[src/rtl/nfp_fix_to_single_pipe.sv]
// nfp_fix_to_single_pipe
// Three-stage converter from a signed fixed-point sample to an IEEE-754
// single-precision word, rounded to nearest even.
//
// Handshake: a sample transfers on a rising edge where in_valid & in_ready.
// A result transfers on a rising edge where out_valid & out_ready. The whole
// pipeline advances together when adv = ~out_valid | out_ready, and in_ready
// is exactly adv. While the output is stalled, every stage holds its contents.
// Bubbles travel through the pipeline as empty slots and are not squeezed out.
module nfp_fix_to_single_pipe #(
  parameter int IN_WIDTH = 16,
  parameter int FRAC_LEN = 15
) (
  input  logic                clk,
  input  logic                reset,
  input  logic [IN_WIDTH-1:0] in_data,
  input  logic                in_valid,
  output logic                in_ready,
  output logic [31:0]         out_data,
  output logic                out_valid,
  input  logic                out_ready
);

  // Width of the left-aligned fraction. It always covers 23 mantissa bits,
  // a guard bit and at least one sticky bit.
  localparam int FW = (IN_WIDTH - 1 > 25) ? IN_WIDTH - 1 : 25;

  // Leading-zero count. An all-zero input returns IN_WIDTH; the zero flag
  // makes that case irrelevant downstream.
  function automatic logic [5:0] lzc_f(input logic [IN_WIDTH-1:0] v);
    logic [5:0] n;
    logic       seen;
    n    = 6'd0;
    seen = 1'b0;
    for (int i = IN_WIDTH - 1; i >= 0; i--) begin
      if (!seen) begin
        if (v[i]) seen = 1'b1;
        else      n    = n + 6'd1;
      end
    end
    return n;
  endfunction

  logic                adv;

  // Stage 1: sign, magnitude, zero flag
  logic                v1_q, sign1_q, zero1_q;
  logic                sign1_d, zero1_d;
  logic [IN_WIDTH-1:0] mag1_q, mag1_d;

  // Stage 2: normalized fraction (leading one dropped) and unbiased exponent
  logic                v2_q, sign2_q, zero2_q;
  logic                zero2_d;
  logic [IN_WIDTH-2:0] norm2_q, norm2_d;
  logic [7:0]          exp2_q, exp2_d;
  logic [5:0]          lzc2;
  logic [IN_WIDTH-1:0] shifted2;

  // Stage 3: packed result
  logic                v3_q;
  logic [31:0]         out_q, out_d;
  logic [FW-1:0]       fr_ext3;
  logic [22:0]         mant3;
  logic                guard3, sticky3, round3;
  logic [23:0]         msum3;
  logic [7:0]          bexp3;

  assign adv       = ~v3_q | out_ready;
  assign in_ready  = adv;
  assign out_valid = v3_q;
  assign out_data  = out_q;

  // Capture: the magnitude keeps the full input width so the most negative
  // sample converts without overflow.
  always_comb begin
    sign1_d = in_data[IN_WIDTH-1];
    mag1_d  = sign1_d ? (~in_data + IN_WIDTH'(1)) : in_data;
    zero1_d = (in_data == '0);
  end

  // Normalize: shift the leading one to the MSB and derive the exponent.
  // A magnitude that fails to reach a leading one is also treated as zero.
  always_comb begin
    lzc2     = lzc_f(mag1_q);
    shifted2 = mag1_q << lzc2;
    norm2_d  = shifted2[IN_WIDTH-2:0];
    exp2_d   = 8'(IN_WIDTH - 1 - FRAC_LEN) - {2'b00, lzc2};
    zero2_d  = zero1_q | ~shifted2[IN_WIDTH-1];
  end

  // Round and pack: nearest-even on guard/sticky, carry bumps the exponent.
  // Narrow inputs fit the mantissa exactly, so rounding is tied off.
  always_comb begin
    fr_ext3 = FW'(norm2_q) << (FW - (IN_WIDTH - 1));
    mant3   = fr_ext3[FW-1 -: 23];
    guard3  = fr_ext3[FW-24];
    sticky3 = |fr_ext3[FW-25:0];
    round3  = (IN_WIDTH > 24) ? (guard3 & (sticky3 | mant3[0])) : 1'b0;
    msum3   = {1'b0, mant3} + {23'd0, round3};
    bexp3   = 8'd127 + exp2_q + {7'd0, msum3[23]};
    out_d   = zero2_q ? 32'd0 : {sign2_q, bexp3, msum3[22:0]};
  end

  // Valid bits shift together on every advance; reset empties the pipe.
  always_ff @(posedge clk or posedge reset) begin
    if (reset) begin
      v1_q <= 1'b0;
      v2_q <= 1'b0;
      v3_q <= 1'b0;
    end else if (adv) begin
      v1_q <= in_valid;
      v2_q <= v1_q;
      v3_q <= v2_q;
    end
  end

  // Stage 1 payload, loaded only for a real sample.
  always_ff @(posedge clk or posedge reset) begin
    if (reset) begin
      sign1_q <= 1'b0;
      zero1_q <= 1'b0;
      mag1_q  <= '0;
    end else if (adv && in_valid) begin
      sign1_q <= sign1_d;
      zero1_q <= zero1_d;
      mag1_q  <= mag1_d;
    end
  end

  // Stage 2 payload, loaded only when stage 1 holds a sample.
  always_ff @(posedge clk or posedge reset) begin
    if (reset) begin
      sign2_q <= 1'b0;
      zero2_q <= 1'b0;
      norm2_q <= '0;
      exp2_q  <= 8'd0;
    end else if (adv && v1_q) begin
      sign2_q <= sign1_q;
      zero2_q <= zero2_d;
      norm2_q <= norm2_d;
      exp2_q  <= exp2_d;
    end
  end

  // Output word; cleared by reset so out_data reads zero immediately.
  always_ff @(posedge clk or posedge reset) begin
    if (reset) begin
      out_q <= 32'd0;
    end else if (adv && v2_q) begin
      out_q <= out_d;
    end
  end

endmodule
[config.mk]
export PLATFORM = sky130hd
export DESIGN_NAME = nfp_fix_to_single_pipe
export DESIGN_NICKNAME = d
export VERILOG_FILES = /design/src/rtl/nfp_fix_to_single_pipe.sv
export SDC_FILE = /design/constraint.sdc
export NUM_CORES = 1
export LEC_CHECK = 0
export ABC_AREA = 1
export CORE_MARGIN = 2
export CORE_UTILIZATION = 52
export DETAILED_ROUTE_END_ITERATION = 7
export PLACE_DENSITY = 0.88
export SLEW_MARGIN = 20
export SYNTH_ARGS = -nofsm -noshare
export SYNTH_HDL_FRONTEND = slang
export SYNTH_SLANG_ARGS = --single-unit
[constraint.sdc]
create_clock -name clk -period 8.45 [get_ports clk]
set_input_delay 1.2675 -clock clk [delete_from_list [all_inputs] [get_ports clk]]
set_output_delay 1.2675 -clock clk [all_outputs]
set_load 0.02 [all_outputs]
Word level (Yosys, flattened, before mapping):

Index checks and enable logic that the tools add are counted.

* word-level logic and storage cells: 101
* output and inout port bits: 34
* bits in registers: 78

* shift operators: 1
* $add $sub $neg: 18
* reduce and logical (&&, ||, !) cells: 4
* bitwise gates (word level): 5
* muxes and demuxes: 62

Operators with widths (count)
* 6-bit two-way mux: 30
* 6-bit by 1-bit adder with 6-bit output (second input constant): 15
* 32-bit two-way mux: 1
* 1-bit two-way mux: 30
* 16-bit by 1-bit adder with 16-bit output (second input constant): 1
* 16-bit logical NOT: 1
* 16-bit two-way mux: 1
* 16-bit NOT: 1
* 16-bit by 6-bit << shifter with 16-bit output: 1
* 7-bit by 8-bit adder with 8-bit output (first input constant): 1
* 1-bit by 6-bit subtractor with 7-bit output (first input constant): 1
* 1-bit logical AND: 3
* 1-bit NOT: 2
* 1-bit OR: 2

Depth between registers and ports, before layout:

Gate-level depths: netlist of run 1.

* depth after elaboration: 49
* gate-level depth with buffers: 59
* gate-level depth less buffers: 59

Least setup slack after synthesis of run 1:

Ideal clock, no wire load.

* kind: reg2reg
* start point: reg mag1_q[14]
* end point: reg exp2_q[6]
* data arrival time: 7.872 ns
* setup time: 0.132 ns
* cell stages (with the launch flop): 51
* buffers on the path: 1
* path slack: 0.446 ns
* path through: dfrtp_1 inv_1 a21oi_1 ha_1 nor2_1 nor2_1 ha_1 nand2_1 a21oi_1 ha_1 nand2_1 nand2_1 ha_1 nand3_1 nand2_1 ha_1 nand2_1 nand2_1 [15 not listed] ha_1 nand2_1 nand2_1 ha_1 or2_1 nand2_1 inv_1 ha_1 nand2_1 nand2_1 ha_1 or2_0 nand2_1 buf_2 ha_1 nand4_1 nor2_1 a21oi_1

* word-level cells in the longest chain between the ends: 45

Ends and longest elaborated chain
* start: declaration: line 49 `logic [IN_WIDTH-1:0] mag1_q, mag1_d;`
* start signal: assignment: line 126 `mag1_q <= mag1_d;`
* 6-bit two-way mux: line 37 `if (v[i]) seen = 1'b1;`
* 6-bit two-way mux: line 36 `if (!seen) begin`
* 6-bit by 1-bit adder with 6-bit output: line 38 `else n = n + 6'd1;`
* 6-bit two-way mux: line 37
* 6-bit two-way mux: line 36
* 6-bit by 1-bit adder with 6-bit output: line 38
* 6-bit two-way mux: line 37
* 6-bit two-way mux: line 36
* [29 not listed]
* 6-bit two-way mux: line 36
* 6-bit by 1-bit adder with 6-bit output: line 38
* 6-bit two-way mux: line 37
* 6-bit two-way mux: line 36
* 6-bit by 1-bit adder with 6-bit output: line 38
* 6-bit two-way mux: line 37
* 6-bit two-way mux *: line 36
* 1-bit by 6-bit subtractor with 7-bit output *: line 87 `exp2_d = 8'(IN_WIDTH - 1 - FRAC_LEN) - {2'b00, lzc2};`
* end signal: assignment: line 141 `exp2_q <= exp2_d;`
* end: declaration: line 55 `logic [7:0] exp2_q, exp2_d;`

Mark *: on every way between the ends. The rest lies on a longest branch, timed or not.
A chain may end at the register's enable or synchronous reset.

Worst setup path after layout of run 1:

* start point: reg mag1_q[14]
* end point: reg norm2_q[14]

* word-level cells in the longest chain between the ends: 45

Ends and longest elaborated chain
* 6-bit two-way mux: line 37
* 6-bit two-way mux: line 36
* 6-bit by 1-bit adder with 6-bit output: line 38
* 6-bit two-way mux: line 37
* 6-bit two-way mux: line 36
* 6-bit by 1-bit adder with 6-bit output: line 38
* 6-bit two-way mux: line 37
* 6-bit two-way mux: line 36
* [29 not listed]
* 6-bit two-way mux: line 36
* 6-bit by 1-bit adder with 6-bit output: line 38
* 6-bit two-way mux: line 37
* 6-bit two-way mux: line 36
* 6-bit by 1-bit adder with 6-bit output: line 38
* 6-bit two-way mux: line 37
* 6-bit two-way mux: line 36
* 16-bit by 6-bit << shifter with 16-bit output *: line 85 `shifted2 = mag1_q << lzc2;`
* end signal: assignment: line 140 `norm2_q <= norm2_d;`
* end: declaration: line 54 `logic [IN_WIDTH-2:0] norm2_q, norm2_d;`

Marks and branches as above.

==> results, run 1 <==
- The run finished with clean final reports.
- The number of global-route vias before repair came to 4560.
- During synthesis, Yosys emitted a total of 0 warnings.
- The placement-stage cell area is 5550 sq um.
- The part of the total power dissipated in the clock network is 14.5%.
- The clock arrives with 0.00958 ns of skew.
- The transition at the pin with the smallest max-transition slack is 0.944 ns.
- In this run, flip-flops and latches consume 25.1% of the power.
- The final antenna-violating net count is 0.
- The data required time of the critical path is 8.68 ns.
- Along the worst path, the maximum fanout reaches 6.
- The placeable core area is 9280 sq um.
- The count of state elements after synthesis is 69.
- For this design the ratio of total power to cell area is 352 nW/um^2.
- The clock tree root driver cell is clkbuf_8.
- The worst voltage drop across the vdd grid is 0.154 mV.
- The count of nets after finishing is 812.
- The wire length after detailed routing is 12000 um.
- The overall via count from detail_route is 4806.
- The synthesized netlist occupies a cell area of 5000 sq um.
- The antenna cell count is 0.
- The overall die width is 102 um.
- The total net switching power is 1020 uW.
- The type of the tightest min-delay check is reg2reg.
- The pin count of the biggest net entering global routing is 70.
- The share of total power in combinational logic is 60.4%.
- The largest total area in the synthesized netlist belongs to dfrtp_1.
- The origin of the worst setup path is mag1_q[14].
- The average wire length per cell after detail routing is 13.2 um.
- The pre-CTS setup slack is -0.218 ns.
- Setup violations remaining at the end of the flow were counted as 0.
- The origin of the worst min-delay path is v2_q.
- Data on the critical path arrives at its endpoint at 8.42 ns.
- The clock reaches the later pin of the worst-skew pair after 0.36 ns.
- The post-route DRC violation count is 0.
- The fraction of power spent switching nets is 47.2%.
- The wire length of the first global-routing pass is 19900 um.
- Across the run, the number of max-cap violations was 0.
- The achievable frequency is 122 MHz.
- The cell-internal power is 1150 uW.
- After layout, the design draws a total of 2170 uW.
- The placer's final routability congestion estimate is 0.890.
- Of the synthesized area, sequential elements account for 34.6%.
- The total clock sinks is 69.
- The first detailed-routing pass ran for 6 iterations.
- The initial core utilization is 53.8%.
- The clock passes through at most 2 buffers.
- Synthesis handed over a netlist of 712 instances.
- Summed over its instances, the top area cell type makes up 34.6% of the synthesized netlist area.
- In the post-synthesis netlist, the biggest area contributors are dfrtp_1, nand2_1, nand3_1, inv_1, o21ai_0.
- The die extent in y is 102 um.
- After the first detailed-routing iteration, the DRC count stood at 202.
- The layout cell share with drive strength beyond 1 is 18.6%.
- The max-slew violation count is 0.
- In this run, post-CTS hold repair placed 0 buffers.
- The area overhead of the layout relative to synthesis is 23.4%.
- The stage delay of the slowest cell on the critical path is 0.38 ns.
- In the layout the commonest cells are nand2_1, inv_1, nand3_1.
- In the routed layout, each cell is associated on average with a via count of 5.28.
- The wire-length estimate of the detail-placed layout is 8720 um.
- The endpoint class of the critical path is a flop.
- The shortest clock period the worst path allows after layout is 8.19 ns.
- The startpoint identified for the worst register-to-register timing path is mag1_q[14].
- The slowest stage cell on the critical path is dfrtp_1.
- The most common library cell in the layout ignoring fill and taps is nand2_1.
- After floorplanning, the core was divided into 35 placement rows.
- By instance count, the cell type seen most on the critical path is nand2_2.
- The startpoint class of the critical path is a flop.
- The count of buffers added on input and output ports is 45.
- The number of I/O pins is 54.
- The floorplan die area is 10400 sq um.
- For this design the static power due to leakage is 0.00303 uW.
- The classification of the worst setup path is reg2reg.
- Once routing completed, OpenROAD measured the worst setup slack at 0.262 ns.
- The final hold violation count came to 0.
- The netlist uses 44 different library cells.
- The finished layout holds 910 standard cells, fillers aside.
- The worst hold path was traced through 2 stages.
- The worst register-to-register path has a depth of 51.
- Once placement completed, the tool counted placed cells totaling 876.
- The worst slew margin relative to its limit is 36.9%.
- The clock slew seen by the registers of the worst setup and hold paths is 0.08 ns.
- The total overflow left after global routing is 0.
- After filler insertion, the fill cell instance count of the layout stands at 788.
- The fraction of the cycle the final worst path needs is 96.9%.
- The global router's overall resource usage is 23.8%.
- In the final timing run, aggregate negative setup slack is 0 ns.
- The initial antenna violation count is 0.
- TritonCTS built the clock tree.
- Counting the buffers created by CTS gives 9.
- A synthesized cell averages 7.02 sq um.
- Once layout is done, the placed cells without fillers occupy 6160 sq um.
- The H-tree generated during clock tree synthesis spans 3 levels.
[cells in the mapped netlist (all sizes together)]
cell type,number
buf,15
xnor2,5
nor2,59
o21bai,1
o21ai,60
o41ai,2
nand3b,3
o22ai,3
nand2,213
xor2,14
o211ai,2
a32oi,1
inv,92
mux2i,1
nand4,9
dfrtp,69
nand3,88
or3,2
ha,16
or2,11
conb,1
a22o,7
clkbuf,10
nor3b,1
clkinv,3
a31oi,1
a21oi,14
nor3,9
[path summary, 6_finish.rpt]
path                          endpoint  slack, ns
setup reg to reg           norm2_q[14]       0.26
max in group asynchronous    mag1_q[3]       6.41
setup / recovery           norm2_q[14]       0.26
hold / removal               out_valid       0.48
hold reg to reg              out_valid       0.48
min in group asynchronous    out_valid       1.46
[cells by family after synthesis]
kind of cell / after synthesis / synth area share, %
multiplexers: 1 / 0.200
adder cells (fa/ha/maj): 16 / 4.01
flip-flops: 69 / 34.6
AND/OR/NAND/NOR: 395 / 37.7
AO/OA/AOI/OAI: 91 / 10.2
other: 1 / 0.0751
buffers and inverters: 120 / 9.97
XOR/XNOR: 19 / 3.33
[critical path, delay by kind of cell (launching register included)]
kind                       cells  cell delay (ns)
AOI/OAI and AO/OA              3             0.45
adders and majority gates     12             3.13
buffers and inverters          7             0.62
and+or+nand+nor               29             3.49
DFF                            1             0.38
[stage by stage]
step	hold WS, ns	util (%)
floorplan	0.432	-
global placement	0.445	59.8
detailed placement	0.455	59.8
CTS	0.478	63.0
global route	0.508	66.4
finish	0.477	66.4
[power by group through the flow]
stage / Clock, uW / Sequential, uW / Combinational [uW]
6_report: 314 / 544 / 1310
5_1_grt: 328 / 561 / 1460
4_1_cts: 317 / 542 / 1160
3_5_place_dp: 0 / 549 / 1120
3_3_place_gp: 0 / 542 / 1080
2_1_floorplan: 0 / 589 / 755
[layout make-up]
cell class | instances | area (sq um) | area share (%)
Clock buffer | 9 | 124 | 2.01
Clock inverter | 7 | 105 | 1.71
Timing Repair Buffer | 71 | 669 | 10.9
Sequential cell | 69 | 1730 | 28.0
Inverter | 95 | 357 | 5.79
Tap cell | 129 | 161 | 2.62
Multi-Input combinational cell | 530 | 3020 | 49.0
[registers in the layout (all words and copies together) (netlist names)]
name       flops
zero1_q        1
exp2_q         7
v2_q           1
sign2_q        1
norm2_q       15
zero2_q        1
mag1_q        16
v1_q           1
out_data      24
sign1_q        1
out_valid      1
[what timing repair did]
item	4_1_cts	5_1_grt
buffers inserted	4	14
pin swaps	3	27
endpoints found under the hold margin	0	0
setup endpoints to repair	22	22
resized for setup	7	43
[routing by layer]
metal	GRT usage, %	part of all wire [%]	wire [um]
met1	28.6	42	5010
met2	43.3	52	6180
met4	6.87	2.2	266
met3	4.79	4.3	512
met5	0	0	0
(Power assumes the default switching activity.)
==> run 2: changes to the inputs <==
- CORE_UTILIZATION: 52 -> 53
- CTS_BUF_LIST: not set -> sky130_fd_sc_hd__clkbuf_8
- PLACE_DENSITY: 0.88 -> 0.9
==> run 2 against run 1 <==
  * Via count increased by 0.85%
  * Critical path type unchanged
  * Clock-buffer cell count unchanged
  * Setup slack improved by 0.032 ns
  * Highest routed layer unchanged
  * First-iteration DRC count increased by 78%
==> results, run 2 (synthesis gave the netlist of run 1 again) <==
- The maximum number of buffers from clock root to sink came to 2 (unchanged).
- The clock latency reported for the late side of the worst-skew pair is 0.36 ns (about the same).
- The fraction of the cycle the final worst path needs is 96.5% (-0.38 points).
- The cell seen most often among critical-path stages is ha_1.
- TritonCTS built the clock tree.
- The clock slew seen by the registers of the worst setup and hold paths is 0.08 ns (about the same).
- The mean number of vias per cell was 5.46 (+3.5%).
- The kind of cell adding the most delay to the critical path is adder cells.
- The placeable core area is 9200 sq um (-0.94%).
- The sum of overflow across all layers after global routing is 0 (unchanged).
- The number of global-route vias before repair was 4251 (-6.8%).
- The global router's overall resource usage is 22.5% (-1.4 points).
- The endpoint arrival time on the critical path came to 8.40 ns (-0.02 ns).
- The count of standard-cell rows is 35 (unchanged).
- The total of hold buffers inserted after clock tree synthesis is 0 (unchanged).
- The number of detailed-route iterations in the first pass is 5 (-1).
- The count of buffers inserted at the top-level ports is 45 (unchanged).
- The initial core utilization is 54.3% (+0.51 points).
- The H-tree level count was 3 (unchanged).
- The number of buffer and inverter stages on the critical path is 7 (unchanged).
- The final standard cell utilization of the core was 66.8% (+0.41 points).
- The stage delay of the slowest cell on the critical path is 0.44 ns (+0.06 ns).
- The overall via count from detail_route was 4847 (+0.85%).
- The overall die width is 101 um (-0.91%).
- The post-route DRC violation count is 0 (unchanged).
- The layout cell share with drive strength beyond 1 is 18.7% (+0.12 points).
- The area overhead of the layout relative to synthesis is 23.0%.
- The initial antenna violation count is 0 (unchanged).
- The startpoint class of the critical path is a flop.
- The wire length of the first global-routing pass is 18500 um (-7.1%).
- The run finished with clean final reports.
- The number of violations reported at the end of detailed-routing iteration 0 is 359 (+78%).
- The final number of setup-violating endpoints is 0 (unchanged).
- The worst slew margin relative to its limit is 40.7% (+3.8 points).
- The maximum fanout along the worst path is 6 (unchanged).
- The worst voltage drop across the vdd grid is 0.157 mV (+1.9%).
- The count of max-cap constraint violations is 0 (unchanged).
- The pin count of the biggest net entering global routing came to 70 (unchanged).
- The worst setup path is of the reg2reg kind.
- In this run the clock root is driven by a clkbuf_8.
- The placement-stage cell area was 5540 sq um (-0.27%).
- The data required time of the critical path is 8.70 ns (+0.02 ns).
- The placer's final routability congestion estimate is 0.934 (+5.0%).
- The half-perimeter wire length after placement is 8020 um (-8.1%).
- The die extent in y is 101 um (-0.91%).
- The leakage power total was 0.00302 uW (-0.12%).
- The shortest clock period the worst path allows after layout was 8.16 ns (-0.0319 ns).
- Leaving out fill and tap cells, the most frequent cell in the layout is nand2_1.
- The count of nets after finishing was 807 (-0.62%).
- The max-slew violation count was 0 (unchanged).
- The top cell types in the final layout, fill and taps aside, are nand2_1, nand3_1, inv_1, dfrtp_1, o21ai_0.
- The worst hold path belongs to the class reg2reg.
- The floorplan die area came to 10200 sq um (-1.8%).
- The achievable frequency is 123 MHz (+0.39%).
- The transition at the pin with the smallest max-transition slack is 0.887 ns (-0.0570 ns).
- The final hold violation count is 0 (unchanged).
- The antenna cell count is 0 (unchanged).
- The wire length after detailed routing came to 12000 um (+0.63%).
- STA classifies the critical path endpoint as a flop.
- The average wire length per cell after detail routing came to 13.6 um (+3.2%).
- The total clock sinks is 69 (unchanged).
- The TritonCTS buffer count is 9 (unchanged).
- The final cell area excluding filler cells came to 6140 sq um (-0.32%).
- The number of I/O pins was 54 (unchanged).
- The slowest stage cell on the critical path is dfrtp_1.
- The clock skew after layout came to 0.00855 ns (-0.00102 ns).
- The number of flip-flops in the largest register is 24 (unchanged).
- The power density of the placed cells is 364 nW/um^2 (+3.6%).
- The final antenna-violating net count is 0 (unchanged).
## run 2: worst min-delay path, stage by stage (launching register included)
cell and delay [ns]:
dfrtp_1 0.34, nand2_1 0.05, o21ai_0 0.06
## run 2: worst paths after layout
check	cells past startpoint	startpoint	to	slack [ns]
max	51	mag1_q[14]	norm2_q[14]	0.29
min	2	out_data[30]	out_data[30]	0.49
max reg2reg	51	mag1_q[14]	norm2_q[14]	0.29
min reg2reg	2	out_data[30]	out_data[30]	0.49
max in group asynchronous	3	reset	out_data[28]	6.40
min in group asynchronous	3	reset	sign1_q	1.50
## run 2: per-stage QoR
stage	std cells	hold WS, ns	TNS [ns]	setup WS (ns)	power (uW)
after global placement	859	0.447	0	0.186	1630
after CTS	875	0.491	0	0.0186	1990
after floorplan	719	0.432	0	0.446	1340
after global routing	887	0.507	-1.65	-0.166	2420
final	887	0.487	0	0.294	2240
after detailed placement	859	0.470	-0.0731	-0.0633	1650
## run 2: cell type report
type	instances	area, sq um
Clock inverter	7	105
Inverter	95	362
Multi-Input combinational cell	531	3060
Sequential cell	69	1730
Clock buffer	9	124
Fill cell	720	3050
Tap cell	111	139
Timing Repair Buffer	65	632
## run 2: metal layers
layer / routed length, um / vias up / part of all wire, % / global-route usage, %
met1: 5200 / 2234 / 43 / 28.8
met3: 661 / 31 / 5.5 / 4.85
met5: 0 / - / 0 / 0
met4: 288 / 0 / 2.4 / 7.17
li1: - / 2415 / - / -
met2: 5900 / 167 / 49 / 37.8
## run 2: what timing repair did
item                       in CTS  in global routing
pin swaps                       0                 32
buffers inserted                0                 10
resized for setup               7                 63
gates cloned                    0                  2
setup endpoints to repair      11                 22
## run 2: where the power goes
| part | internal, uW | switching [uW] | leakage, uW |
|---|---|---|---|
| registers | 455 | 93.7 | 0.000873 |
| clock network | 171 | 141 | 0.000113 |
| logic | 541 | 836 | 0.00204 |
==> run 3: changes to the inputs <==
- CORE_UTILIZATION: 53 -> 52
- CTS_BUF_LIST: sky130_fd_sc_hd__clkbuf_8 -> sky130_fd_sc_hd__clkbuf_16
- PLACE_DENSITY: 0.9 -> 0.88
==> run 3 against run 2 <==
  * Sequential share of layout area is 0.56 points lower
  * Critical path type unchanged
  * Clock skew down 0.00075 ns
  * Global-route usage grew 1.9 points
  * Fmax is 1.0% lower
==> results, run 3 (synthesis gave the netlist of run 1 again) <==
- The number of global-route vias before repair is 4642 (+9.2%).
- The global router's overall resource usage was 24.4% (+1.9 points).
- The fraction of power spent switching nets is 46.0% (-1.8 points).
- The leakage power total is 0.00307 uW (+1.4%).
- On the critical path the largest part of the delay comes from simple AND/OR/NAND/NOR gates.
- The data required time of the critical path is 8.72 ns (+0.02 ns).
- The count of nets after finishing is 813 (+0.74%).
- The worst slew margin relative to its limit is 38.2% (-2.6 points).
- The TritonCTS clock tree is done.
- The clock latency reported for the late side of the worst-skew pair is 0.33 ns (-0.03 ns).
- The maximum fanout along the worst path is 6 (unchanged).
- The share of total power in combinational logic came to 58.2% (-3.3 points).
- The layout cell share with drive strength beyond 1 is 18.7% (about the same).
- Compared with the post-synthesis result, the final layout area differs by 25.5%.
- The number of placed instances with taps included is 876 (+2.0%).
- The initial core utilization is 53.8% (-0.51 points).
- The sum of overflow across all layers after global routing is 0 (unchanged).
- The placement-stage cell area is 5550 sq um (+0.27%).
- The total clock sinks is 69 (unchanged).
- The half-perimeter wire length after placement came to 8720 um (+8.8%).
- The transition at the pin with the smallest max-transition slack was 0.925 ns (+0.0382 ns).
- The wire length after detailed routing is 12600 um (+4.7%).
- The fraction of the cycle the final worst path needs came to 97.5% (+1.0 points).
- The number of buffer and inverter stages on the critical path is 8 (+1).
- The initial antenna violation count is 0 (unchanged).
- The endpoint arrival time on the critical path was 8.51 ns (+0.11 ns).
- The final antenna-violating net count came to 0 (unchanged).
- The relative contribution of sequential cells to total power came to 23.7% (-0.8 points).
- The top cell types in the final layout, fill and taps aside, are nand2_1, nand3_1, inv_1.
- The cell-internal power came to 1240 uW (+6.5%).
- The slowest stage cell on the critical path is dfrtp_1.
- The count of standard-cell rows is 35 (unchanged).
- The post-route DRC violation count was 0 (unchanged).
- The total net switching power is 1060 uW (-1.0%).
- The number of filler instances in the final layout is 764 (+6.1%).
- The average wire length per cell after detail routing is 13.8 um (+1.9%).
- The final number of setup-violating endpoints is 0 (unchanged).
- The overall die width came to 102 um (+0.92%).
- The number of violations reported at the end of detailed-routing iteration 0 is 342 (-4.7%).
- The die extent in y is 102 um (+0.92%).
- The clock skew after layout is 0.00780 ns (-0.000753 ns).
- The startpoint class of the critical path is a flop.
- The area of the multi-input gates is 3030 sq um (-0.70%).
- Leaving out fill and tap cells, the most frequent cell in the layout is nand2_1.
- The worst voltage drop across the vdd grid is 0.154 mV (-2.3%).
- The cell seen most often among critical-path stages is nand2_2.
- The pin count of the biggest net entering global routing is 70 (unchanged).
- The antenna cell count is 0 (unchanged).
- The mean number of vias per cell came to 5.44 (-0.36%).
- The final hold violation count was 0 (unchanged).
- The number of flip-flops in the largest register is 24 (unchanged).
- The final standard cell count with taps included and fillers excluded was 911 (+2.7%).
- The flip-flop and latch area is 1730 sq um (unchanged).
- The maximum number of buffers from clock root to sink is 2 (unchanged).
- The achievable frequency came to 121 MHz (-1.0%).
- The final standard cell utilization of the core is 67.5% (+0.72 points).
- The shortest clock period the worst path allows after layout is 8.24 ns (+0.0848 ns).
- The clock slew seen by the registers of the worst setup and hold paths is 0.06 ns (-0.02 ns).
- The max-slew violation count was 0 (unchanged).
- The placeable core area is 9280 sq um (+0.95%).
- The number of I/O pins is 54 (unchanged).
- The stage delay of the slowest cell on the critical path was 0.38 ns (-0.06 ns).
- The wire length of the first global-routing pass is 20400 um (+11%).
- The placer's final routability congestion estimate came to 0.890 (-4.8%).
- The number of detailed-route iterations in the first pass is 5 (unchanged).
- The floorplan die area is 10400 sq um (+1.8%).
- The type of the tightest min-delay check is reg2reg.
- The clock tree root driver cell is clkbuf_16.
- The power density of the placed cells was 367 nW/um^2 (+0.86%).
- The count of max-cap constraint violations came to 0 (unchanged).
- The count of buffers inserted at the top-level ports is 45 (unchanged).
- The classification of the worst setup path is reg2reg.
- The overall power consumption is 2300 uW (+2.9%).
- The final cell area excluding filler cells came to 6270 sq um (+2.0%).
- The run finished with clean final reports.
- The part of the total power dissipated in the clock network was 18.0% (+4.1 points).
- The total of hold buffers inserted after clock tree synthesis is 0 (unchanged).
- The H-tree level count is 3 (unchanged).
- The overall via count from detail_route was 4960 (+2.3%).
- The TritonCTS buffer count is 9 (unchanged).
- The endpoint class of the critical path is a flop.
## run 3: cell types whose count changed in the layout (fill, tap and decap cells not counted), moves of 2 or more
cell | before | now
clkbuf_16 | 0 | 9
clkbuf_8 | 9 | 0
buf_4 | 15 | 22
inv_1 | 69 | 71
inv_2 | 22 | 20
nand2_1 | 182 | 184
nand2_4 | 7 | 5
nand3_1 | 69 | 71
nand3_2 | 17 | 15
nor2_2 | 3 | 5
o21ai_1 | 10 | 12
o21ai_2 | 2 | 0
## run 3: power by group through the flow
stage	registers (uW)	clock network, uW	logic (uW)
after floorplan	589	0	755
after global placement	542	0	1080
after detailed placement	549	0	1120
after CTS	545	420	1170
after global routing	562	432	1490
final	547	416	1340
## run 3: path summary, 6_finish.rpt
path | startpoint | end | slack, ns | cells after the start
worst max-delay path | mag1_q[14] | zero2_q | 0.21 | 52
worst min-delay path | out_data[27] | out_data[27] | 0.48 | 2
worst max register to register | mag1_q[14] | zero2_q | 0.21 | 52
worst min register to register | out_data[27] | out_data[27] | 0.48 | 2
max in group asynchronous | reset | out_data[28] | 6.38 | 3
min in group asynchronous | reset | out_valid | 1.51 | 3
## run 3: area by class of cell
| type | count | share of cell area, % |
|---|---|---|
| Inverter | 95 | 5.77 |
| Timing Repair Buffer | 71 | 10.4 |
| Sequential cell | 69 | 27.5 |
| Clock buffer | 9 | 3.59 |
| Clock inverter | 7 | 1.68 |
| Multi-Input combinational cell | 531 | 48.4 |
| Tap cell | 129 | 2.57 |
## run 3: repair_timing
action | CTS | global route
setup buffers | 5 | 12
pin swaps | 1 | 32
resized for setup | 8 | 48
setup endpoints to repair | 22 | 22
cloned | 1 | 1
## run 3: worst reg2reg max path, delay by kind of cell (launching register included)
kind | cells | cell delay [ns]
AO/OA/AOI/OAI | 4 | 0.58
adder cells (fa/ha/maj) | 12 | 3.13
buffers and inverters | 8 | 0.73
flip-flops | 1 | 0.38
AND/OR/NAND/NOR | 28 | 3.36
## run 3: metrics by stage
stage	setup slack (ns)	hold WS [ns]	TNS [ns]
4_1_cts	0.00354	0.483	0
2_1_floorplan	0.446	0.432	0
6_report	0.210	0.478	0
3_5_place_dp	-0.218	0.455	-1.84
3_3_place_gp	0.140	0.445	0
5_1_grt	-0.167	0.502	-2.01
## run 3: per-layer routing
metal | up-vias | share of wire (%) | global-route usage [%]
li1 | 2429 | - | -
met1 | 2311 | 40 | 29.2
met2 | 178 | 52 | 43.9
met3 | 42 | 4.9 | 4.72
met4 | 0 | 3.4 | 8.10
met5 | - | 0 | 0
